**config.mk**
```make
export PLATFORM = sky130hd
export DESIGN_NAME = quad_decoder
export DESIGN_NICKNAME = d
export VERILOG_FILES = /design/src/rtl/quad_decoder.sv
export SDC_FILE = /design/constraint.sdc
export NUM_CORES = 1
export LEC_CHECK = 0
export ABC_AREA = 0
export CAP_MARGIN = 20
export CORE_UTILIZATION = 45
export DETAILED_ROUTE_END_ITERATION = 12
export PLACE_DENSITY = 0.78
export SYNTH_ARGS = -nofsm -noshare
export SYNTH_HDL_FRONTEND = slang
export SYNTH_SLANG_ARGS = --single-unit
```
**constraint.sdc**
```tcl
create_clock -name clk -period 2.5 [get_ports clk]
set_clock_uncertainty 0.05 [all_clocks]
set_input_delay 0.25 -clock clk [delete_from_list [all_inputs] [get_ports clk]]
set_output_delay 0.25 -clock clk [all_outputs]
set_load 0.01 [all_outputs]
```
**src/rtl/quad_decoder.sv**
```systemverilog
// Quadrature decoder: synchronizes and de-glitches encoder phases A/B, decodes
// Gray-code transitions into a one-cycle step pulse with direction, and keeps
// a WIDTH-bit position register plus a sticky illegal-transition flag.
//
// Optional feature macro: QDEC_INDEX_EN (adds z_in index input; a synchronized
// rising edge on z_in reloads position from init_value).
//
// Ports:
//   clk         rising-edge clock
//   reset_n     asynchronous active-low reset
//   a_in, b_in  asynchronous encoder phases
//   enable      1 = emit steps and update position
//   load        synchronous load of init_value into position
//   init_value  position load value
//   err_clr     clears the sticky error flag
//   z_in        (QDEC_INDEX_EN only) asynchronous index pulse
//   step        one-cycle pulse per valid transition
//   count_up    direction of the last valid transition (1 = forward)
//   position    decoded position, modulo 2^WIDTH
//   error       sticky illegal-transition flag
module quad_decoder #(
  parameter int unsigned WIDTH       = 3,
  parameter int unsigned SYNC_STAGES = 2,
  parameter int unsigned FILTER_LEN  = 2
) (
  input  logic             clk,
  input  logic             reset_n,
  input  logic             a_in,
  input  logic             b_in,
  input  logic             enable,
  input  logic             load,
  input  logic [WIDTH-1:0] init_value,
  input  logic             err_clr,
`ifdef QDEC_INDEX_EN
  input  logic             z_in,
`endif
  output logic             step,
  output logic             count_up,
  output logic [WIDTH-1:0] position,
  output logic             error
);

  // Cycles after reset before the filter history holds only post-reset samples.
  localparam int unsigned PRIME_CYC = SYNC_STAGES + FILTER_LEN;
  localparam int unsigned CNT_W     = $clog2(PRIME_CYC + 1);

  typedef enum logic [0:0] {
    ST_INIT  = 1'b0,
    ST_TRACK = 1'b1
  } state_e;

  state_e                 state_q, state_d;
  logic [SYNC_STAGES-1:0] a_sync_q;
  logic [SYNC_STAGES-1:0] b_sync_q;
  logic [1:0]             hist_q [FILTER_LEN];
  logic [1:0]             filt_q, filt_d;
  logic [CNT_W-1:0]       prime_cnt_q, prime_cnt_d;
  logic                   step_q, step_d;
  logic                   count_up_q, count_up_d;
  logic [WIDTH-1:0]       position_q, position_d;
  logic                   error_q, error_d;

  logic [1:0]             cand_c;
  logic                   stable_c;
  logic                   primed_c;
  logic [1:0]             dir_c;
  logic                   load_any_c;

  // Gray-code position of an {A,B} state: 00->0, 01->1, 11->2, 10->3.
  function automatic logic [1:0] gray_idx(input logic [1:0] ab);
    logic [1:0] idx;
    case (ab)
      2'b00:   idx = 2'd0;
      2'b01:   idx = 2'd1;
      2'b11:   idx = 2'd2;
      default: idx = 2'd3;
    endcase
    return idx;
  endfunction

  // Phase synchronizers.
  always_ff @(posedge clk or negedge reset_n) begin
    if (!reset_n) begin
      a_sync_q <= '0;
      b_sync_q <= '0;
    end else begin
      a_sync_q <= {a_sync_q[SYNC_STAGES-2:0], a_in};
      b_sync_q <= {b_sync_q[SYNC_STAGES-2:0], b_in};
    end
  end

  // Filter history of synchronized {A,B}; entry 0 is the newest.
  always_ff @(posedge clk or negedge reset_n) begin
    if (!reset_n) begin
      for (int i = 0; i < int'(FILTER_LEN); i++) hist_q[i] <= 2'b00;
    end else begin
      hist_q[0] <= {a_sync_q[SYNC_STAGES-1], b_sync_q[SYNC_STAGES-1]};
      for (int i = 1; i < int'(FILTER_LEN); i++) hist_q[i] <= hist_q[i-1];
    end
  end

  // History agreement check.
  always_comb begin
    cand_c   = hist_q[0];
    stable_c = 1'b1;
    for (int i = 1; i < int'(FILTER_LEN); i++) begin
      if (hist_q[i] != hist_q[0]) stable_c = 1'b0;
    end
  end

  assign primed_c = (prime_cnt_q == CNT_W'(PRIME_CYC));
  // 1 = forward, 3 = reverse, 2 = both bits changed.
  assign dir_c    = gray_idx(cand_c) - gray_idx(filt_q);

`ifdef QDEC_INDEX_EN
  logic [SYNC_STAGES-1:0] z_sync_q;
  logic                   z_prev_q;

  // Index synchronizer and rising-edge detect.
  always_ff @(posedge clk or negedge reset_n) begin
    if (!reset_n) begin
      z_sync_q <= '0;
      z_prev_q <= 1'b0;
    end else begin
      z_sync_q <= {z_sync_q[SYNC_STAGES-2:0], z_in};
      z_prev_q <= z_sync_q[SYNC_STAGES-1];
    end
  end

  assign load_any_c = load | (z_sync_q[SYNC_STAGES-1] & ~z_prev_q);
`else
  assign load_any_c = load;
`endif

  // State and output registers.
  always_ff @(posedge clk or negedge reset_n) begin
    if (!reset_n) begin
      state_q     <= ST_INIT;
      filt_q      <= 2'b00;
      prime_cnt_q <= '0;
      step_q      <= 1'b0;
      count_up_q  <= 1'b0;
      position_q  <= '0;
      error_q     <= 1'b0;
    end else begin
      state_q     <= state_d;
      filt_q      <= filt_d;
      prime_cnt_q <= prime_cnt_d;
      step_q      <= step_d;
      count_up_q  <= count_up_d;
      position_q  <= position_d;
      error_q     <= error_d;
    end
  end

  // Next-state decode. INIT waits until the history holds only post-reset
  // samples, then adopts the first stable value so a static input never steps.
  always_comb begin
    state_d     = state_q;
    filt_d      = filt_q;
    prime_cnt_d = prime_cnt_q;
    step_d      = 1'b0;
    count_up_d  = count_up_q;
    position_d  = position_q;
    error_d     = error_q;

    if (err_clr) error_d = 1'b0;

    case (state_q)
      ST_INIT: begin
        if (!primed_c) begin
          prime_cnt_d = prime_cnt_q + CNT_W'(1);
        end else if (stable_c) begin
          filt_d  = cand_c;
          state_d = ST_TRACK;
        end
      end
      ST_TRACK: begin
        if (stable_c && (cand_c != filt_q)) begin
          filt_d = cand_c;
          case (dir_c)
            2'd1: begin
              if (enable) begin
                step_d     = 1'b1;
                count_up_d = 1'b1;
                position_d = position_q + WIDTH'(1);
              end
            end
            2'd3: begin
              if (enable) begin
                step_d     = 1'b1;
                count_up_d = 1'b0;
                position_d = position_q - WIDTH'(1);
              end
            end
            default: error_d = 1'b1;
          endcase
        end
      end
      default: state_d = ST_INIT;
    endcase

    // Load wins over a same-cycle step update.
    if (load_any_c) position_d = init_value;
  end

  assign step     = step_q;
  assign count_up = count_up_q;
  assign position = position_q;
  assign error    = error_q;

endmodule

```
# == After elaboration in Yosys (flattened, before gate mapping) ==
# Index checks and enable logic that the tools add are counted.
# W data, S select, Z words.
# word_totals
out_inout_bits,6
ff_bits,20
# classes
add_sub_neg,4
muxes,26
bitwise,2
n_reduce_logical,12
n_eq_ne,16
# ops
cell,n
$mux W3,5
$mux W1,13
$pmux W2 S3,2
$reduce_and A5 Y1,2
$ne A2 B2 Y1 const B,4
$add A3 B1 Y3 const B,2
$eq A2 B1 Y1 const B,3
$eq A2 B2 Y1 const B,3
$mux W2,3
$ne A3 B3 Y1 const B,2
$pmux W3 S2,1
$reduce_bool A2 Y1,3
$logic_not A2 Y1,2
$ne A2 B2 Y1,2
$pmux W2 S2,1
$eq A3 B3 Y1 const B,1
$reduce_and A3 Y1,1
$reduce_bool A3 Y1,1
$sub A3 B1 Y3 const B,1
$ne A2 B1 Y1 const B,1
$not A1 Y1,2
$pmux W1 S2,1
$reduce_and A2 Y1,1
$reduce_or A2 Y1,1
2 further kinds,2

# == Logic depth before layout (Yosys ltp) ==
# Gate-level depths: netlist of run 1.
# logic_depth
depth_word,8
mapped_depth,11

# == Worst setup path before layout of run 1 ==
# No wires, ideal clock.
# synth_path
kind,register -> register
start,register hist_q (netlist bit cand_c[0])
end,register position_q[2] (netlist: position[2])
synth_period_minus_slack_ns,2.429
setup_ns,0.139
setup_slack_ns,0.071
path_buffers,0
stages_incl_launch_ff,11
arrival_time_ns,2.240
cell_sequence,dfrtp_1 inv_1 ha_1 ha_1 xnor3_1 nor2_1 xor2_1 ha_1 o21a_1 a311oi_1 o211ai_1
# synth_via
elab_chain_cells,8
elab_cells_between_ends,20
classes_between,add/sub (1); eq/ne (8); mux (6); reduce/logical (5)
# synth_lines
item,line_no,source
start: declaration,55,logic [1:0] hist_q [FILTER_LEN];
$eq A2 B2 Y1 (tied with other cells),72,case (ab)
$pmux W2 S3,72,
$sub A2 B2 Y2,113,assign dir_c = gray_idx(cand_c) - gray_idx(filt_q);
$eq A2 B2 Y1 or $eq A2 B1 Y1 (tied branches),181,case (dir_c)
$pmux W3 S2,181,
$mux W3,179,if (stable_c && (cand_c != filt_q)) begin
$mux W3,169,case (state_q)
$mux W3,204,if (load_any_c) position_d = init_value;
end signal: assignment,151,position_q <= position_d;
end: declaration,60,"logic [WIDTH-1:0] position_q, position_d;"
# Several ways; a longest one is shown, not always the timed one. The select of a mux whose other input is x is not followed.
# A chain may end at the register's enable or synchronous reset.

# == Final worst setup path of run 1 ==
# layout_path
start,register filt_q[1]
end,register position_q[2] (netlist: position[2])
# layout_via
elab_chain_cells,8
elab_cells_between_ends,18
classes_between,add/sub (1); eq/ne (7); mux (5); reduce/logical (5)
# layout_lines
item,line_no,source
start: declaration,56,"logic [1:0] filt_q, filt_d;"
start signal: assignment,147,filt_q <= filt_d;
$eq A2 B2 Y1 (tied with other cells),72,
$pmux W2 S3,72,
$sub A2 B2 Y2,113,
$eq A2 B2 Y1 or $eq A2 B1 Y1 (tied branches),181,
$pmux W3 S2,181,
$mux W3,179,
$mux W3,169,
$mux W3,204,
# Several ways; a longest one is shown, not always the timed one. The select of a mux whose other input is x is not followed.

==> metrics.csv, run 1 <==
stage;metric;value;unit
cells_and_area;P&R area growth vs syn;29.0;%
grt;met3 capacity usage during global routing;4.53;%
setup_path;worst setup path class;flop to flop;
die;Total Die Area;2270;um^2
clock_tree;number of hold-repair buffers added at the cts stage;0;
die;total core area;1960;um^2
logic_synthesis;number of synthesis warnings;0;
placement;worst slack after detailed placement;-0.0258;ns
detailed_routing;average wire per standard cell;12.5;um
placement;cell count after placement;126;
setup_path;data arrival time at the worst-slack endpoint;2.46;ns
grt;first-pass GRT wire length;2570;um
cells_and_area;leading cell types in the layout, fill and taps excluded;sky130_fd_sc_hd__dfrtp_1 (20), sky130_fd_sc_hd__clkdlybuf4s50_1 (15), sky130_fd_sc_hd__inv_1 (7), sky130_fd_sc_hd__ha_1 (7), sky130_fd_sc_hd__buf_4 (7);
setup_path;Req. time, crit path;2.61;ns
clock_tree;number of sinks handled by clock tree synthesis;20;
logic_synthesis;number of instances in the synthesized netlist;81;
grt;total grt overflow;0;
pwr;Max IR drop VDD;446;uV
run_status;result of the run;finished clean;
clock_tree;Clock Tree Buf Depth;2;
detailed_routing;average vias per placed instance;4.98;
worst_hold_path;Hold WC Path Type;primary input to asynchronous set/reset pin;
logic_synthesis;post-synthesis sequential element count;20;
setup_path;Worst Path Max Fanout;3;
clock_tree;clock latency of the later-clocked register in the worst-skew pair;0.29;ns
clock_tree;CTS tree;yes;
cells_and_area;antenna diode count;0;
grt;global-route usage over all layers;16.7;%
grt;most used routing layer;met2;
timing;share of the cycle needed by the critical path after routing;93.9;%
clock_tree;clock transition at the register clock pins on the worst setup and hold paths after CTS;0.10;ns
pwr;static leakage;0.544;nW
logic_synthesis;simple-gate portion of the synthesized area;9.59;%
die;floorplan die width;47.7;um
logic_synthesis;Syn Std Cell Area;940;um^2
clock_tree;H-tree lvl count;1;
placement;final RePlAce weighted congestion;0.746;
setup_path;worst-path cell with the longest stage delay;sky130_fd_sc_hd__xnor3_2;
timing;Final WS setup;0.151;ns
detailed_routing;total vias in the final route;657;
detailed_routing;count of unresolved DRC violations after routing;0;
die;Vert. Die Dim;47.7;um
grt;via count of the first global-routing pass;627;
cells_and_area;Finished Core Util;61.8;%
placement;Port Buffer Count;15;
setup_path;ordered list of cells on the worst path;buf_4 > ha_1 > nor2_1 > xnor3_2 > nor2_4 > xor2_1 > ha_2 > o21a_1 > a311oi_2 > o211ai_1;
logic_synthesis;Mapped Avg Cell Area;11.6;um^2
timing;Fin. Hold Viols;0;
timing;remaining max-slew budget at the tightest pin;75.7;%
cells_and_area;Cell Count, Final, Fillers Out;132;
logic_synthesis;share of the synthesized area in compound gates (AO/OA/AOI/OAI);11.3;%
clock_tree;root buffer selected by CTS;sky130_fd_sc_hd__clkbuf_4;
grt;met1 global-route usage;20.8;%
pwr;total power of the final layout;0.902;mW
logic_synthesis;unique cell type count in the Yosys netlist;28;
timing;achievable clock frequency;426;MHz
timing;final number of setup-violating endpoints;0;
die;site row count;16;
placement;HPWL reported at the end of detailed placement;1220;um
logic_synthesis;multiplexer share of the synthesized area;2.26;%
timing;Post-Route Hold Slack;0.231;ns
setup_path;Largest delay share family, worst path;XOR/XNOR gates;
timing;number of slew-limit violations in the final report;0;
detailed_routing;remaining antenna violation count after routing;0;
die;IO Pins;16;
logic_synthesis;sequential fraction of the synthesis area;53.3;%
grt;antenna violations before repair;0;
cells_and_area;share of post-route cells with drive strength above 1;16.2;%
detailed_routing;count of TritonRoute iterations in the first routing pass;1;
cells_and_area;most common library cell in the layout ignoring fill and taps;sky130_fd_sc_hd__dfrtp_1;
logic_synthesis;dominant combinational cell family by area after synthesis;compound AO/OA/AOI/OAI gates;
setup_path;critical path startpoint category;flop;
grt;met2 usage;27.3;%
die;Initial Utilization;47.9;%
logic_synthesis;adder and majority cell fraction of the synthesized area;10.7;%
clock_tree;clock buffer count from CTS;3;
logic_synthesis;area share of xor/xnor cells in the synthesized design;8.92;%
detailed_routing;wire length reported by the detailed router;1650;um
grt;pin count of the biggest net entering global routing;21;
timing;measured slew at the worst slew-check pin;0.361;ns
setup_path;Crit path buffers/inverters;1;
logic_synthesis;number of nets produced by synthesis;99;
detailed_routing;initial detailed-routing violation count;0;
cells_and_area;# nets final;125;
setup_path;Worst setup EP type;flop;
run;Maximum Capacitance Violations;0;
pwr;PwrDens;744;nW/um^2
setup_path;peak per-stage delay on the critical path;0.46;ns
timing;post-route minimum period;2.35;ns
-- final timing paths --
kind / startpoint / slack (ns) / cells past startpoint / end
worst max-delay path: filt_q[1]$_DFFE_PN0P_ / 0.15 / 10 / position[2]$_DFFE_PN0P_
worst max register to register: filt_q[1]$_DFFE_PN0P_ / 0.15 / 10 / position[2]$_DFFE_PN0P_
max in group asynchronous: reset_n / 1.96 / 2 / hist_q[1]$_DFF_PN0_
min in group clk: b_sync_q[0]$_DFF_PN0_ / 0.30 / 0 / b_sync_q[1]$_DFF_PN0_
worst min-delay path: reset_n / 0.23 / 2 / filt_q[0]$_DFFE_PN0P_
worst min register to register: b_sync_q[0]$_DFF_PN0_ / 0.30 / 0 / b_sync_q[1]$_DFF_PN0_
-- cell families after synthesis --
kind of cell | after synthesis
buffers and inverters | 8
AOI/OAI and AO/OA | 16
adders and majority gates | 8
DFF | 20
and+or+nand+nor | 19
xor gates and xnor gates | 8
muxes | 2
-- metal layers --
| metal | wire length (um) | vias to the layer above |
|---|---|---|
| met4 | 22 | 0 |
| met5 | 0 | - |
| met2 | 884 | 14 |
| met1 | 688 | 319 |
| met3 | 51 | 3 |
| li1 | - | 321 |
-- area by class of cell --
type	instances	area, um^2
fill	180	749
sequential	20	500
multi-input combinational	53	427
timing repair buffer	22	203
tap	27	33.8
inverter	7	26.3
clock buffer	3	22.5
-- state kept, by name, summed over array words and instances (netlist names), 2 cells and up --
signal,cells
position,3
cand_c,2
filt_q,2
prime_cnt_q,3
a_sync_q,2
hist_q,2
b_sync_q,2
-- metrics by stage --
step	setup TNS, ns	instance area (um^2)
global route	-0.0000480	1210
detailed placement	-0.0258	1140
CTS	0	1180
finish	0	1210
floorplan	0	940
global placement	0	1140
-- what timing repair did --
action	in CTS	in global routing
pin swaps	0	2
gates resized for setup	1	5
buffers inserted	2	1
endpoints found under the setup margin	1	1
endpoints found under the hold margin	0	0
-- Yosys cell counts --
| cell type | number | share of area, % |
|---|---|---|
| sky130_fd_sc_hd__o21ai_1 | 2 | 1.1 |
| sky130_fd_sc_hd__nor3_1 | 1 | 0.53 |
| sky130_fd_sc_hd__inv_1 | 7 | 2.8 |
| sky130_fd_sc_hd__ha_1 | 8 | 11 |
| sky130_fd_sc_hd__a31oi_1 | 1 | 0.67 |
| sky130_fd_sc_hd__o21ai_0 | 3 | 1.6 |
| sky130_fd_sc_hd__dfrtp_1 | 20 | 53 |
| sky130_fd_sc_hd__xor2_1 | 3 | 2.8 |
| sky130_fd_sc_hd__a311oi_1 | 1 | 0.93 |
| sky130_fd_sc_hd__a211oi_2 | 1 | 1.3 |
| sky130_fd_sc_hd__nor3b_1 | 1 | 0.80 |
| sky130_fd_sc_hd__o211ai_1 | 1 | 0.80 |
| sky130_fd_sc_hd__nand2_1 | 5 | 2.0 |
| sky130_fd_sc_hd__nand3_1 | 1 | 0.53 |
| sky130_fd_sc_hd__nand4_1 | 1 | 0.67 |
| sky130_fd_sc_hd__xnor2_1 | 4 | 3.7 |
| sky130_fd_sc_hd__nor2_1 | 6 | 2.4 |
| sky130_fd_sc_hd__a21boi_0 | 1 | 0.80 |
| sky130_fd_sc_hd__mux2i_1 | 1 | 1.1 |
| sky130_fd_sc_hd__buf_6 | 1 | 1.2 |
| sky130_fd_sc_hd__nor2b_1 | 2 | 1.3 |
| sky130_fd_sc_hd__o21a_1 | 1 | 0.80 |
| sky130_fd_sc_hd__and2_1 | 2 | 1.3 |
| sky130_fd_sc_hd__o41ai_1 | 1 | 0.93 |
| sky130_fd_sc_hd__o31ai_1 | 1 | 0.80 |
| sky130_fd_sc_hd__mux2_2 | 1 | 1.2 |
| sky130_fd_sc_hd__a21oi_1 | 3 | 1.6 |
| sky130_fd_sc_hd__xnor3_1 | 1 | 2.4 |
-- report_power, final --
group          total, mW  internal [mW]  switching, mW
registers          0.388          0.362         0.0264
logic              0.369          0.201          0.168
clock network      0.144         0.0561         0.0881
total              0.902          0.619          0.283
Note: power is estimated with default switching activity, not from simulation.
==> run 2: changes to the inputs <==
ABC_CLOCK_PERIOD_IN_PS = 2500   (was unset)
PLACE_DENSITY = unset   (was 0.78)
PLACE_DENSITY_LB_ADDON = 0.05   (was unset)
==> metrics.csv, run 2 (synthesis results as in run 1) <==
stage;metric;value;unit
run_status;result of the run;finished clean;
cells_and_area;most common library cell in the layout ignoring fill and taps;sky130_fd_sc_hd__dfrtp_1;
clock_tree;clock transition at the register clock pins on the worst setup and hold paths after CTS;0.10;ns
setup_path;worst setup path class;flop to flop;
grt;antenna violations before repair;0;
clock_tree;Clock Tree Buf Depth;2;
clock_tree;number of sinks handled by clock tree synthesis;20;
setup_path;Worst Path Max Fanout;3;
detailed_routing;count of TritonRoute iterations in the first routing pass;4;
timing;achievable clock frequency;420;MHz
pwr;Max IR drop VDD;629;uV
cells_and_area;register area;500;um^2
setup_path;Req. time, crit path;2.61;ns
die;Initial Utilization;47.9;%
placement;final RePlAce weighted congestion;0.747;
cells_and_area;antenna diode count;0;
worst_hold_path;Hold WC Path Type;primary input to asynchronous set/reset pin;
placement;cell count after placement;128;
setup_path;Worst setup EP type;flop;
placement;HPWL reported at the end of detailed placement;1110;um
run;Maximum Capacitance Violations;0;
placement;Port Buffer Count;15;
cells_and_area;# nets final;125;
clock_tree;CTS tree;yes;
timing;final number of setup-violating endpoints;0;
detailed_routing;average vias per placed instance;4.89;
cells_and_area;P&R area growth vs syn;28.4;%
pwr;static leakage;0.543;nW
setup_path;data arrival time at the worst-slack endpoint;2.49;ns
clock_tree;clock buffer count from CTS;3;
timing;share of the cycle needed by the critical path after routing;95.2;%
pwr;proportion of total power due to net switching;30.5;%
timing;Fin. Hold Viols;0;
detailed_routing;count of unresolved DRC violations after routing;0;
cells_and_area;fillcell total;182;
cells_and_area;Cell Count, Final, Fillers Out;132;
grt;first-pass GRT wire length;2250;um
detailed_routing;average wire per standard cell;11.1;um
die;Vert. Die Dim;47.7;um
clock_tree;clock latency of the later-clocked register in the worst-skew pair;0.29;ns
pwr;Int Power;0.616;mW
pwr;power share of the sequential group;43.5;%
grt;via count of the first global-routing pass;550;
grt;global-route usage over all layers;14.5;%
detailed_routing;total vias in the final route;645;
cells_and_area;footprint of the multi-input gates;420;um^2
die;Total Die Area;2270;um^2
die;IO Pins;16;
pwr;total power of the final layout;0.886;mW
clock_tree;H-tree lvl count;1;
detailed_routing;initial detailed-routing violation count;6;
cells_and_area;leading cell types in the layout, fill and taps excluded;sky130_fd_sc_hd__dfrtp_1 (20), sky130_fd_sc_hd__clkdlybuf4s50_1 (15), sky130_fd_sc_hd__inv_1 (7), sky130_fd_sc_hd__ha_1 (7), sky130_fd_sc_hd__buf_4 (7);
cells_and_area;share of post-route cells with drive strength above 1;15.2;%
pwr;Combinational Power Share;40.0;%
detailed_routing;wire length reported by the detailed router;1460;um
die;total core area;1960;um^2
pwr;proportion of power drawn by the clock network;16.5;%
die;floorplan die width;47.7;um
timing;final total negative setup slack;0;ns
pwr;PwrDens;735;nW/um^2
timing;measured slew at the worst slew-check pin;0.367;ns
timing;number of slew-limit violations in the final report;0;
timing;post-route minimum period;2.38;ns
die;site row count;16;
timing;remaining max-slew budget at the tightest pin;75.3;%
grt;pin count of the biggest net entering global routing;21;
pwr;reported net switching power;0.271;mW
clock_tree;root buffer selected by CTS;sky130_fd_sc_hd__clkbuf_4;
setup_path;critical path startpoint category;flop;
timing;setup repair after global routing missed its margin;no;
grt;total grt overflow;0;
clock_tree;number of hold-repair buffers added at the cts stage;0;
detailed_routing;remaining antenna violation count after routing;0;
-- run 2: changes by cell type in the layout (fill, tap and decap cells not counted) --
| cell | previous run | this run |
|---|---|---|
| sky130_fd_sc_hd__a311oi_2 | 1 | 0 |
| sky130_fd_sc_hd__a311oi_1 | 0 | 1 |
-- run 2: worst paths after layout --
kind | from | endpoint | slack [ns] | cells after the start
max | filt_q[0]$_DFFE_PN0P_ | position[2]$_DFFE_PN0P_ | 0.12 | 10
min | reset_n | filt_q[0]$_DFFE_PN0P_ | 0.24 | 2
max reg2reg | filt_q[0]$_DFFE_PN0P_ | position[2]$_DFFE_PN0P_ | 0.12 | 10
min reg2reg | a_sync_q[1]$_DFF_PN0_ | cand_c[1]$_DFF_PN0_ | 0.31 | 0
max in group asynchronous | reset_n | hist_q[1]$_DFF_PN0_ | 1.96 | 2
min in group clk | a_sync_q[1]$_DFF_PN0_ | cand_c[1]$_DFF_PN0_ | 0.31 | 0
-- run 2: what timing repair did --
item,CTS,global route
setup endpoints to repair,1,1
gates resized for setup,1,4
pin swaps,0,3
buffers inserted,0,1
endpoints found under the hold margin,0,0
-- run 2: worst max-delay path, stage by stage (launching register included) --
cell and delay [ns]:
sky130_fd_sc_hd__dfrtp_1 0.40, sky130_fd_sc_hd__buf_4 0.14, sky130_fd_sc_hd__ha_1 0.18, sky130_fd_sc_hd__nor2_1 0.11, sky130_fd_sc_hd__xnor3_2 0.47, sky130_fd_sc_hd__nor2_4 0.11, sky130_fd_sc_hd__xor2_1 0.08, sky130_fd_sc_hd__ha_2 0.20
sky130_fd_sc_hd__o21a_1 0.11, sky130_fd_sc_hd__a311oi_1 0.26, sky130_fd_sc_hd__o211ai_1 0.14
-- run 2: power groups by stage --
stage	Clock (mW)	Sequential [mW]	Combinational, mW
detailed placement	0	0.392	0.307
finish	0.146	0.386	0.354
floorplan	0	0.407	0.163
global route	0.169	0.391	0.394
CTS	0.156	0.386	0.316
global placement	0	0.391	0.306
-- run 2: area by class of cell --
class | instances | area share [%]
flip-flops and latches | 20 | 41.5
multi-input cells | 53 | 34.9
repair buffers | 22 | 16.8
well taps | 27 | 2.80
inverters | 7 | 2.18
clock buffers | 3 | 1.87
-- run 2: layer usage --
layer / vias up / track usage (%) / share of wire (%) / wire length (um)
met5: - / 0 / 0 / 0
met4: 0 / 6.67 / 0.82 / 12
met3: 2 / 3.40 / 3.2 / 47
met2: 11 / 20.8 / 47 / 692
met1: 308 / 20.6 / 49 / 708
li1: 324 / - / - / -
-- run 2: metrics by stage --
stage	setup slack (ns)	utilization, %	cell area [um^2]	hold slack, ns
finish	0.120	61.5	1210	0.238
global route	0.0250	61.5	1210	0.275
CTS	0.0401	60.3	1180	0.235
detailed placement	0.0252	59.0	1160	0.285
global placement	0.0576	59.0	1160	0.284
floorplan	0.0714	-	940	-0.0956
